## src/rtl/pipe_stage_buffer.sv

```systemverilog
// Pipeline-stage register with valid/ready handshake, flush and a saturating flush-drop counter.
// Define PIPE_BUF_SKID_EN for the two-entry skid store with a registered in_ready.
module pipe_stage_buffer #(
  parameter int DATA_W = 80,
  parameter int CNT_W  = 16
) (
  input  logic              clk,
  input  logic              rst_n,
  input  logic              in_valid,
  output logic              in_ready,
  input  logic [DATA_W-1:0] in_data,
  input  logic              flush,
  output logic              out_valid,
  input  logic              out_ready,
  output logic [DATA_W-1:0] out_data,
  output logic [1:0]        occupancy,
  output logic [CNT_W-1:0]  drop_cnt
);

  typedef enum logic [1:0] {
    ST_EMPTY = 2'd0,
    ST_ONE   = 2'd1,
    ST_FULL  = 2'd2
  } state_e;

  state_e            state_q, state_d;
  logic [DATA_W-1:0] main_q, main_d;
  logic [CNT_W-1:0]  drop_cnt_q, drop_cnt_d;
  logic              in_fire, out_fire;
  logic [1:0]        drop_inc;
  logic [CNT_W:0]    drop_sum;

`ifdef PIPE_BUF_SKID_EN
  logic [DATA_W-1:0] skid_q, skid_d;

  // in_ready decodes only the state register, so out_ready never reaches it.
  assign in_ready  = (state_q != ST_FULL);
  assign occupancy = {state_q == ST_FULL, state_q == ST_ONE};
`else
  assign in_ready  = (state_q == ST_EMPTY) || out_ready;
  assign occupancy = {1'b0, state_q == ST_ONE};
`endif

  assign out_valid = (state_q != ST_EMPTY);
  assign out_data  = main_q;
  assign drop_cnt  = drop_cnt_q;
  assign in_fire   = in_valid && in_ready;
  assign out_fire  = out_valid && out_ready;

  always_comb begin
    // NOTE: every signal written here gets a default first, so no path can infer a latch.
    state_d = state_q;
    main_d  = main_q;
`ifdef PIPE_BUF_SKID_EN
    skid_d  = skid_q;
`endif
    if (flush) begin
      state_d = ST_EMPTY;
      main_d  = '0;
`ifdef PIPE_BUF_SKID_EN
      skid_d  = '0;
`endif
    end else begin
      case (state_q)
        ST_EMPTY: begin
          if (in_fire) begin
            main_d  = in_data;
            state_d = ST_ONE;
          end
        end
        ST_ONE: begin
          if (in_fire && out_fire) begin
            main_d = in_data;
`ifdef PIPE_BUF_SKID_EN
          end else if (in_fire) begin
            skid_d  = in_data;
            state_d = ST_FULL;
`endif
          end else if (out_fire) begin
            state_d = ST_EMPTY;
          end
        end
`ifdef PIPE_BUF_SKID_EN
        ST_FULL: begin
          if (out_fire) begin
            main_d  = skid_q;
            state_d = ST_ONE;
          end
        end
`endif
        default: state_d = ST_EMPTY;
      endcase
    end
  end

  // Entries lost to a flush: everything held minus what leaves this cycle, plus what enters.
  always_comb begin
    drop_inc   = occupancy - {1'b0, out_fire} + {1'b0, in_fire};
    drop_sum   = {1'b0, drop_cnt_q} + (CNT_W+1)'(drop_inc);
    drop_cnt_d = drop_cnt_q;
    if (flush) begin
      drop_cnt_d = drop_sum[CNT_W] ? '1 : drop_sum[CNT_W-1:0];
    end
  end

  // NOTE: sequential state uses non-blocking (<=) so every flop samples pre-edge values.
  // NOTE: payload registers are reset too, because out_data must read zero during reset.
  always_ff @(posedge clk or negedge rst_n) begin
    if (!rst_n) begin
      state_q    <= ST_EMPTY;
      main_q     <= '0;
      drop_cnt_q <= '0;
    end else begin
      state_q    <= state_d;
      main_q     <= main_d;
      drop_cnt_q <= drop_cnt_d;
    end
  end

`ifdef PIPE_BUF_SKID_EN
  always_ff @(posedge clk or negedge rst_n) begin
    if (!rst_n) begin
      skid_q <= '0;
    end else begin
      skid_q <= skid_d;
    end
  end
`endif

endmodule

```

## config.mk

```make
export PLATFORM = sky130hd
export DESIGN_NAME = pipe_stage_buffer
export DESIGN_NICKNAME = d
export VERILOG_FILES = /design/src/rtl/pipe_stage_buffer.sv
export SDC_FILE = /design/constraint.sdc
export NUM_CORES = 1
export LEC_CHECK = 0
export ABC_AREA = 1
export BUFFER_PORTS_ARGS = -buffer_cell sky130_fd_sc_hd__buf_2
export CORE_MARGIN = 4
export CORE_UTILIZATION = 41
export DETAILED_ROUTE_END_ITERATION = 16
export PLACE_DENSITY = 0.67
export SETUP_SLACK_MARGIN = 0.3
export SYNTH_ARGS = -nofsm -noshare
export SYNTH_HDL_FRONTEND = slang
export SYNTH_SLANG_ARGS = --single-unit
```

## constraint.sdc

```tcl
create_clock -name clk -period 3.2 [get_ports clk]
set_input_delay 0.16 -clock clk [delete_from_list [all_inputs] [get_ports clk]]
set_output_delay 0.16 -clock clk [all_outputs]
set_load 0.01 [all_outputs]
```

Word-level counts from Yosys, hierarchy flattened
Cells that the tools add are included.
{"block": "op_classes", "n_addsub": 3, "n_eq_ne": 5, "n_mux": 10, "reduce_logical": 9}
{"operator": "2-to-1 mux 80 bit", "n": 3}
{"operator": "case mux 80 bit (2 select lines)", "n": 1}
{"operator": "adder 16 x 2 -> 17 bit", "n": 1}
{"operator": "2-to-1 mux 16 bit", "n": 1}
{"operator": "2-to-1 mux 2 bit", "n": 4}
{"operator": "inequality test 3 x 2 -> 1 bit (second input constant)", "n": 2}
{"operator": "inequality test 3 bit (second input constant)", "n": 2}
{"operator": "AND reduction 3 bit", "n": 2}
{"operator": "case mux 2 bit (2 select lines)", "n": 1}
{"operator": "logical AND 1 bit", "n": 3}
{"operator": "nonzero test 3 bit", "n": 1}
{"operator": "adder 2 x 1 -> 2 bit", "n": 1}
{"operator": "equality test 2 x 1 -> 1 bit (second input constant)", "n": 1}
{"operator": "logical NOT 2 bit", "n": 1}
{"operator": "nonzero test 2 bit", "n": 1}
{"operator": "subtractor 1 x 1 -> 2 bit", "n": 1}
{"operator": "logical OR 1 bit", "n": 1}
{"block": "word_totals", "regBits": 98, "in_bits": 85, "out_inout_bits": 100, "elab_cells": 30}

Logic depth before layout (Yosys ltp)
Gate-level depths: netlist of run 1.
{"block": "logic_depth", "word_depth": 7, "ltp_mapped": 15, "depth_no_buf": 15}

Worst setup path after synthesis of run 1
OpenSTA, ideal clock, no wires.
{"block": "synth_timing", "path_kind": "flip-flop to flip-flop", "startpoint": "reg state_q[0]", "endpoint": "reg drop_cnt_q[10] (netlist: drop_cnt[10])", "setup_ns": 0.129, "arrival_ns": 2.464, "t_required_ns": 3.071, "slack_ns": 0.607, "path_stages_with_launch": 15, "path_buffers": 1, "synth_period_minus_slack_ns": 2.593, "cell_sequence": "dfrtp_1 > nand2_1 > nand2_1 > ha_1 > inv_1 > ha_1 > ha_1 > fa_1 > nand2_2 > nor2_4 > nand3_2 > nor2_1 > nand2_1 > buf_6 > nand3_1"}
{"block": "synth_between", "elab_chain_len": 6, "elab_cells_between_ends": 10, "cone_classes": "add/sub: 3; eq/ne: 1; mux: 1; reduce/logical: 5"}
{"item": "start, declared", "line": "26", "text": "state_e state_q, state_d;"}
{"item": "start signal, assigned", "line": "114", "text": "state_q <= state_d;"}
{"item": "logical NOT 2 bit", "line": "40", "text": "assign in_ready = (state_q == ST_EMPTY) || out_ready;"}
{"item": "logical OR 1 bit", "line": "40"}
{"item": "via in_ready", "line": "10", "text": "output logic in_ready,"}
{"item": "logical AND 1 bit", "line": "47", "text": "assign in_fire = in_valid && in_ready;"}
{"item": "adder 2 x 1 -> 2 bit", "line": "98", "text": "drop_inc = occupancy - {1'b0, out_fire} + {1'b0, in_fire};"}
{"item": "adder 16 x 2 -> 17 bit", "line": "99", "text": "drop_sum = {1'b0, drop_cnt_q} + (CNT_W+1)'(drop_inc);"}
{"item": "2-to-1 mux 16 bit", "line": "102", "text": "drop_cnt_d = drop_sum[CNT_W] ? '1 : drop_sum[CNT_W-1:0];"}
{"item": "end signal, assigned", "line": "116", "text": "drop_cnt_q <= drop_cnt_d;"}
{"item": "end, declared", "line": "28", "text": "logic [CNT_W-1:0] drop_cnt_q, drop_cnt_d;"}
The timed path passes the listed nets, and every way through them passes these cells.
A chain may end at the register's enable or synchronous reset.

Worst setup path in the final report of run 1
{"block": "layout_timing", "startpoint": "reg state_q[0]", "endpoint": "reg drop_cnt_q[11] (netlist: drop_cnt[11])"}
{"block": "layout_between", "elab_chain_len": 6, "elab_cells_between_ends": 10, "cone_classes": "add/sub: 3; eq/ne: 1; mux: 1; reduce/logical: 5"}
{"item": "nonzero test 2 bit or logical NOT 2 bit (tied branches)", "line": "44, 40"}
{"item": "logical AND 1 bit or logical OR 1 bit (tied branches)", "line": "48, 40"}
{"item": "subtractor 1 x 1 -> 2 bit or logical AND 1 bit (tied branches)", "line": "98, 47"}
{"item": "adder 2 x 1 -> 2 bit *", "line": "98"}
{"item": "adder 16 x 2 -> 17 bit *", "line": "99"}
{"item": "2-to-1 mux 16 bit *", "line": "102"}
Mark *: on every way between the ends. The rest lies on a longest branch, timed or not.

==> results.yml, run 1 <==
run_status:
  status: "finished, final reports clean"
timing:
  postLayoutSetupSlackWorst_ns: 0.563
  period_share_pct: 82.4
  tns_ns: 0
  finClkSkew_ns: 0.0122
  hold_violations: 0
  slew_violations: 0
  worst_slew_pin_slew_ns: 0.680
  fmax_mhz: 379
  final-setup-viol-count: 0
  period_minus_slack_ns: 2.64
  rsz0062_at_grt: "false"
  relSlewSlack_pct: 54.6
finish:
  syn_to_final_growth_pct: 26.0
  insertedDiodeCount: 0
  layout.nets: 765
  utilization_pct: 53.4
  fin_area_mm2: 0.00554
  drive_gt1_share_pct: 33.8
clock_tree:
  numCtsBuffers: 9
  cts_buffer_depth: 2
  clkSinkCount: 97
  h-tree-depth: 3
  cts_tree: "done"
  clk_pin_slew_ns: 0.10
  clock_tree.root_cell: "clkbuf_8"
  clock_latency_ns: 0.36
logic_synthesis:
  synthTopCellsByArea: "dfrtp_1, nand2_1, o21ai_1"
  synth_top_cell_by_area: "dfrtp_1"
  yosysSeqAreaShare_pct: 55.2
  synth_most_common_cell: "nand2_1"
  synth_area_mm2: 0.00439
  synth_common_cells: "nand2_1, dfrtp_1, o21ai_1"
  syn_avg_cell_area_um2: 8.70
  yosys_most_used_dff: "dfrtp_1"
  async_reset_ff_share_pct: 100
  yosys_warnings: 0
  ys_seq_elements: 97
  synth_top_cell_area_share_pct: 55.2
  synth_edf_count: 0
  syn-instance-count: 505
  synth.distinct_cells: 26
  syn-num-nets: 596
power_and_ir_drop:
  p_leak_nw: 2.97
  power_density_mw_per_mm2: 535
  peakVddDrop_mv: 0.289
place:
  dp_hpwl_um: 8260
  io_buffers: 183
  gp_congestion: 0.892
  preCtsSetupSlack_ns: 0.371
  postPlaceCellArea_mm2: 0.00532
detailed_routing:
  drt_wl_total_um: 11300
  num_vias: 3887
  routed_via_density: 4.78
  drc: 0
  drt-wirelength-per-cell_um: 13.9
  postRouteAntennaNets: 0
  first_pass_iters: 4
  drt_iter0_drc: 291
die:
  die_x_um: 112
  design.core.area_mm2: 0.0104
  io_pins: 185
  die_h_um: 112
  row_count: 37
  die-area_mm2: 0.0124
  initial_core_util_pct: 42.4
critical_path:
  critPathLaunchType: "flop"
  path_max_fanout: 13
  endpoint_kind: "flop"
  crit_type: "flop to flop"
  cp.arrival_ns: 2.91
  crit_required_ns: 3.48
global_route:
  antenna_found_initial: 0
  grt_use_total_pct: 18.4
  grt_first_pass_wirelength_um: 18900
  grt_max_degree: 98
  grt-ovfl-total: 0
  grt_pass1_vias: 3840
min_path:
  hp-class: "input pin to flop"
flow_run:
  maxCapViolCount: 0
## flip-flops by register name (all words and copies together), names as in the netlist
| register | cells |
|---|---|
| drop_cnt | 16 |
| out_data | 80 |
| state_q | 1 |
## critical path, cell delays in order (launching register included)
cell and delay, ns:
dfrtp_1 0.47, nand2_1 0.12, nand2_1 0.08, ha_1 0.29, inv_1 0.05, ha_1 0.18, xor2_1 0.25, fa_1 0.29
nand2_2 0.10, nor2_4 0.12, nand3_2 0.10, nor2_1 0.24, nand2_4 0.16, nand3_1 0.12
## final cells by class
class,count,area [um^2]
fillers,1014,4830
flip-flops and latches,97,2430
multi-input cells,353,1660
repair buffers,188,983
well taps,136,170
clock buffers,10,138
inverters,25,93.8
clock inverters,5,63.8
## repair_timing
item / 4_1_cts / 5_1_grt
setup endpoints to repair: 0 / 13
resized for setup: 0 / 2
hold buffers: 1 / 0
setup buffers: 0 / 0
hold endpoints to repair: 97 / 0
## kinds of logic after synthesis
logic type	after synthesis	synth area share [%]
and+or+nand+nor	249	23.1
DFF	97	55.2
AOI/OAI and AO/OA	93	11.8
buffers and inverters	55	7.12
adders and majority gates	6	1.88
xor gates and xnor gates	4	0.797
other	1	0.0853
## per-stage QoR
step	hold slack (ns)	cells	power (W)
5_1_grt	0.0131	814	0.00316
4_1_cts	0.0171	814	0.00301
3_3_place_gp	0.260	798	0.00217
2_1_floorplan	-0.136	505	0.00190
3_5_place_dp	0.260	798	0.00219
6_report	0.0336	814	0.00296
## cells in the final DEF, fill, tap and decap left out, types with 5 or more instances in the layout
| master | n |
|---|---|
| buf_2 | 182 |
| clkbuf_8 | 10 |
| dfrtp_1 | 97 |
| ha_1 | 5 |
| inv_1 | 23 |
| nand2_1 | 191 |
| nand2_2 | 10 |
| nand3_1 | 16 |
| nand4_1 | 5 |
| nor2_1 | 20 |
| o21ai_0 | 8 |
| o21ai_1 | 70 |
| o21ai_2 | 10 |
## where the power goes
group	internal, W	leakage (nW)	switching [W]
clock network	0.000384	0.0989	0.000422
registers	0.00137	1.26	0.000113
logic	0.000263	1.61	0.000412
total	0.00201	2.97	0.000948
## final timing paths
kind	slack (ns)	depth (start not counted)	start	endpoint
min reg2reg	0.48	2	out_data[6]	out_data[6]
min	0.03	3	in_data[35]	out_data[35]
max	0.56	13	state_q[0]	drop_cnt[11]
max in group asynchronous	2.40	3	rst_n	drop_cnt[2]
max reg2reg	0.56	13	state_q[0]	drop_cnt[11]
min in group asynchronous	0.38	3	rst_n	out_data[12]
## metal layers
metal / vias up / part of all wire [%] / track usage [%]
met5: - / 0 / 0
met4: 0 / 1.9 / 6.89
met3: 21 / 7.2 / 3.59
met2: 148 / 46 / 28.7
met1: 1765 / 45 / 25.4
li1: 1953 / - / -
Note: power is estimated with default switching activity, not from simulation.
==> inputs of run 2 (changes only) <==
- clock period: 3.2 -> 2.7 ns (I/O delays scaled with it)
==> results.yml, run 2 (synthesis results as in run 1) <==
place:
  preCtsSetupSlack_ns: 0.208
  dp_hpwl_um: 8290
  io_buffers: 183
  gp_congestion: 0.921
  place_inst: 800
timing:
  hold_violations: 0
  period_minus_slack_ns: 2.35
  postLayoutSetupSlackWorst_ns: 0.349
  finClkSkew_ns: 0.00791
  final-setup-viol-count: 0
  fmax_mhz: 425
  rsz0062_at_grt: "true"
  relSlewSlack_pct: 61.0
  tns_ns: 0
  worst_slew_pin_slew_ns: 0.585
  period_share_pct: 87.1
  slew_violations: 0
clock_tree:
  numCtsBuffers: 9
  cts_buffer_depth: 2
  cts_tree: "done"
  clkSinkCount: 97
  clock_tree.root_cell: "clkbuf_8"
  clock_latency_ns: 0.35
  clk_pin_slew_ns: 0.09
  h-tree-depth: 3
finish:
  final_common_cell: "nand2_1"
  insertedDiodeCount: 0
  drive_gt1_share_pct: 36.3
  largest_reg_flops: 80
  fill_cells: 973
  syn_to_final_growth_pct: 33.5
  final_cells: 838
  layout_common_cells: "nand2_1, buf_2, dfrtp_1"
  layout.nets: 788
power_and_ir_drop:
  peakVddDrop_mv: 0.499
  p_leak_nw: 3.10
  power_density_mw_per_mm2: 615
critical_path:
  crit_path_end: "drop_cnt[8]"
  path_max_fanout: 4
  cp-startpoint: "state_q[0]"
  reg2reg_setup_slack_ns: 0.35
  critPathLaunchType: "flop"
  endpoint_kind: "flop"
  rr_startpoint: "state_q[0]"
  cp.arrival_ns: 2.59
  crit_type: "flop to flop"
  crit_required_ns: 2.94
  rr_endpoint: "drop_cnt[8]"
  r2r_cells: 12
die:
  die_x_um: 112
  die_h_um: 112
  initial_core_util_pct: 42.4
  die-area_mm2: 0.0124
  design.core.area_mm2: 0.0104
  row_count: 37
  io_pins: 185
flow_run:
  maxCapViolCount: 0
global_route:
  grt-ovfl-total: 0
  grt_pass1_vias: 3832
  grt_use_total_pct: 18.9
  antenna_found_initial: 0
  grt_max_degree: 112
  grt_first_pass_wirelength_um: 19400
detailed_routing:
  drt-wirelength-per-cell_um: 14.1
  num_vias: 4015
  drt_wl_total_um: 11800
  routed_via_density: 4.79
  postRouteAntennaNets: 0
  drt_iter0_drc: 299
  first_pass_iters: 4
  drc: 0
min_path:
  hp-class: "input pin to flop"
  min_from: "in_data[67]"
run_status:
  status: "finished, final reports clean"
-- run 2: cell count changes in the layout (fill, tap and decap cells not counted), moves of 4 or more --
cell and change:
dlygate4sd3_1 +16, buf_4 +6, nand2_1 -4, nand2_2 +4, nand3_1 -4, o21ai_0 -4
-- run 2: worst min path at each step --
stage	depth (start not counted)	endpoint	slack, ns
detailed placement	1	out_data[9]	0.17
global placement	1	out_data[9]	0.17
finish	3	out_data[67]	0.02
CTS	3	out_data[67]	0.0004
floorplan	0	drop_cnt[0]	-0.16
global route	3	out_data[57]	0.006
-- run 2: cell type report --
cell class	instances	area [um^2]	share of cell area, %
clock buffers	11	141	2.41
clock inverters	5	53.8	0.917
inverters	25	93.8	1.60
multi-input cells	354	1790	30.5
flip-flops and latches	97	2430	41.4
well taps	136	170	2.90
repair buffers	210	1190	20.3
-- run 2: critical path, stage by stage (launching register included) --
cell     delay, ns
dfrtp_2       0.44
nand2_2       0.09
nand2_4       0.06
ha_4          0.26
inv_2         0.03
ha_4          0.16
xor2_4        0.19
fa_2          0.42
nand2_2       0.11
nor2_4        0.06
nand3_1       0.17
xor2_1        0.18
nand2_1       0.07
-- run 2: metal layers --
layer / wire (um) / up-vias / GRT usage (%) / share of wire, %
met1: 5330 / 1843 / 26.1 / 45
li1: - / 1994 / - / -
met2: 5510 / 158 / 29.6 / 47
met4: 193 / 0 / 7.14 / 1.6
met3: 808 / 20 / 3.70 / 6.8
met5: 0 / - / 0 / 0
-- run 2: per-stage QoR --
step                      area [um^2]  power [W]  util, %  hold slack [ns]
after floorplan                  4450    0.00227        -           -0.161
after global placement           5390    0.00259     51.9            0.174
after detailed placement         5390    0.00262     51.9            0.175
after CTS                        5760    0.00359     55.6         0.000364
after global routing             5870    0.00386     56.6          0.00601
final                            5870    0.00361     56.6           0.0196
-- run 2: power breakdown --
group | internal, W | total [W] | switching [W]
Combinational | 0.000370 | 0.000894 | 0.000524
Clock | 0.000454 | 0.000950 | 0.000497
Sequential | 0.00162 | 0.00176 | 0.000145
Total | 0.00244 | 0.00361 | 0.00117
-- run 2: what timing repair did --
item / CTS / global route
setup buffers: 2 / 2
setup endpoints to repair: 13 / 13
resized for setup: 3 / 17
pin swaps: 0 / 1
hold buffers: 15 / 2
endpoints found under the hold margin: 58 / 2
gates cloned: 0 / 1
==> inputs of run 3 (changes only) <==
- ABC_AREA: 1 -> not set
- CORE_ASPECT_RATIO: not set -> 1.5
==> results.yml, run 3 <==
die:
  design.core.area_mm2: 0.0102
  initial_core_util_pct: 42.4
  die-area_mm2: 0.0124
  die_h_um: 134
  io_pins: 185
  row_count: 45
  die_x_um: 92.1
global_route:
  grt_pass1_vias: 3605
  grt-ovfl-total: 0
  grt_use_total_pct: 17.8
  antenna_found_initial: 0
  grt_max_degree: 103
  grt_first_pass_wirelength_um: 17700
logic_synthesis:
  syn-instance-count: 452
  syn-num-nets: 543
  ys_seq_elements: 97
  syn_avg_cell_area_um2: 9.62
  yosys_most_used_dff: "dfrtp_1"
  synth_edf_count: 0
  synthTopCellsByArea: "dfrtp_1, nand2b_1, nand2_1"
  synth_top_cell_by_area: "dfrtp_1"
  async_reset_ff_share_pct: 100
  yosysSeqAreaShare_pct: 55.8
  synth_most_common_cell: "nand2_1"
  synth.distinct_cells: 34
  synth_top_cell_area_share_pct: 55.8
  synth_area_mm2: 0.00435
  yosys_warnings: 0
  synth_common_cells: "nand2_1, dfrtp_1, nand2b_1"
power_and_ir_drop:
  p_sw_w: 0.00109
  power_density_mw_per_mm2: 647
  peakVddDrop_mv: 0.493
  p_comb_share_pct: 20.3
  p_leak_nw: 3.00
  clkPwrFrac_pct: 33.5
  swShare_pct: 28.8
  power_frac_seq_pct: 46.1
  internal_power_w: 0.00270
critical_path:
  endpoint_kind: "flop"
  cp-startpoint: "state_q[0]"
  path_max_fanout: 4
  crit_required_ns: 2.91
  crit_type: "flop to flop"
  cp.buffers_inverters: 2
  worstPathCellList: "nand2_2, inv_2, ha_4, inv_2, ha_4, xor2_4, ha_1, a21oi_4, nor3_4, nand3_1, mux2_2"
  cpPeakStageDelay_ns: 0.45
  slowest_stage: "dfrtp_2"
  critPathLaunchType: "flop"
  rr_startpoint: "state_q[0]"
  cp.arrival_ns: 2.58
  cp_top_family: "adder cells"
run_status:
  status: "finished, final reports clean"
clock_tree:
  cts_buffer_depth: 2
  clk_pin_slew_ns: 0.07
  h-tree-depth: 3
  clock_latency_ns: 0.33
  cts_tree: "done"
  clkSinkCount: 97
  clock_tree.root_cell: "clkbuf_16"
  numCtsBuffers: 9
finish:
  final_common_cell: "buf_2"
  syn_to_final_growth_pct: 34.5
  drive_gt1_share_pct: 36.2
  final_cells: 779
  insertedDiodeCount: 0
  layout.nets: 724
  layout_common_cells: "buf_2, nand2_1, dfrtp_1"
  largest_reg_flops: 80
timing:
  worst_slew_pin_slew_ns: 0.630
  period_minus_slack_ns: 2.37
  relSlewSlack_pct: 58.0
  rsz0062_at_grt: "true"
  final-setup-viol-count: 0
  hold_violations: 0
  fmax_mhz: 422
  tns_ns: 0
  finClkSkew_ns: 0.00701
  slew_violations: 0
  period_share_pct: 87.8
detailed_routing:
  drc: 0
  routed_via_density: 4.64
  drt_iter0_drc: 135
  num_vias: 3611
  postRouteAntennaNets: 0
  drt_wl_total_um: 10900
  first_pass_iters: 4
  drt-wirelength-per-cell_um: 14.0
min_path:
  hp-class: "input pin to flop"
  min_from: "in_data[52]"
place:
  io_buffers: 183
  gp_congestion: 0.842
  place_inst: 751
  dp_hpwl_um: 7930
flow_run:
  maxCapViolCount: 0
[run 3: cell count changes after synthesis, moves of 7 or more]
cell	change
nand2_1	-94
nand2b_1	+81
o21ai_0	+38
o21ai_1	-35
inv_1	-17
nor2_1	-12
nand3_1	-11
buf_6	-10
o21ai_2	-10
nand2_2	-9
xnor2_1	+7
[run 3: worst register-to-register path, cell delays in order (launching register included)]
cell	delay, ns
dfrtp_2	0.45
nand2_2	0.10
inv_2	0.05
ha_4	0.26
inv_2	0.04
ha_4	0.17
xor2_4	0.16
ha_1	0.33
a21oi_4	0.21
nor3_4	0.07
nand3_1	0.09
mux2_2	0.32
[run 3: power groups by stage]
stage | clock network [W] | registers (W) | logic, W
after CTS | 0.00131 | 0.00175 | 0.000779
final | 0.00127 | 0.00175 | 0.000769
after global routing | 0.00137 | 0.00177 | 0.000861
after floorplan | 0 | 0.00183 | 0.000336
after detailed placement | 0 | 0.00177 | 0.000727
after global placement | 0 | 0.00176 | 0.000712
[run 3: repair_timing]
action	4_1_cts	5_1_grt
resized for setup	11	4
gates cloned	0	1
endpoints found under the setup margin	13	13
setup buffers	6	4
hold buffers	1	0
endpoints found under the hold margin	47	0
pin swaps	9	5
[run 3: final cells by class]
cell class / instances / area [um^2]
clock buffers: 12 / 246
clock inverters: 4 / 52.6
fillers: 1002 / 4400
inverters: 7 / 26.3
multi-input cells: 320 / 1860
flip-flops and latches: 97 / 2430
well taps: 141 / 176
repair buffers: 198 / 1060
[run 3: logic make-up (layout without fill, tap and decap cells)]
family	after synthesis	in the layout	synth area share, %
AND/OR/NAND/NOR	209	210	24.7
flip-flops	97	97	55.8
AO/OA/AOI/OAI	92	92	11.0
buffers and inverters	36	221	4.26
XOR/XNOR	10	10	2.01
adder cells (fa/ha/maj)	6	6	1.90
other	1	1	0.0862
multiplexers	1	1	0.259
[run 3: metal layers]
metal / track usage, % / wire (um) / vias to the layer above
met4: 5.21 / 127 / 0
met5: 0 / 0 / -
met2: 30.7 / 5610 / 109
met3: 4.55 / 722 / 9
li1: - / - / 1830
met1: 21.8 / 4430 / 1663
[run 3: worst paths after layout]
path,slack [ns],depth (start not counted),to
min,0.04,3,out_data[52]
max reg2reg,0.33,11,drop_cnt[15]
min reg2reg,0.47,2,out_data[21]
max,0.33,11,drop_cnt[15]
min in group asynchronous,0.36,2,drop_cnt[12]
max in group asynchronous,1.65,3,out_data[48]
[run 3: metrics by stage]
step	total power [W]	instance area [um^2]	utilization [%]	setup slack, ns	hold WS (ns)
finish	0.00379	5850	57.1	0.328	0.0447
global route	0.00401	5850	57.1	0.225	0.0380
CTS	0.00383	5800	56.6	0.303	0.0295
detailed placement	0.00250	5390	52.6	0.147	0.204
global placement	0.00247	5390	52.6	0.232	0.193
floorplan	0.00216	4390	-	0.296	-0.161
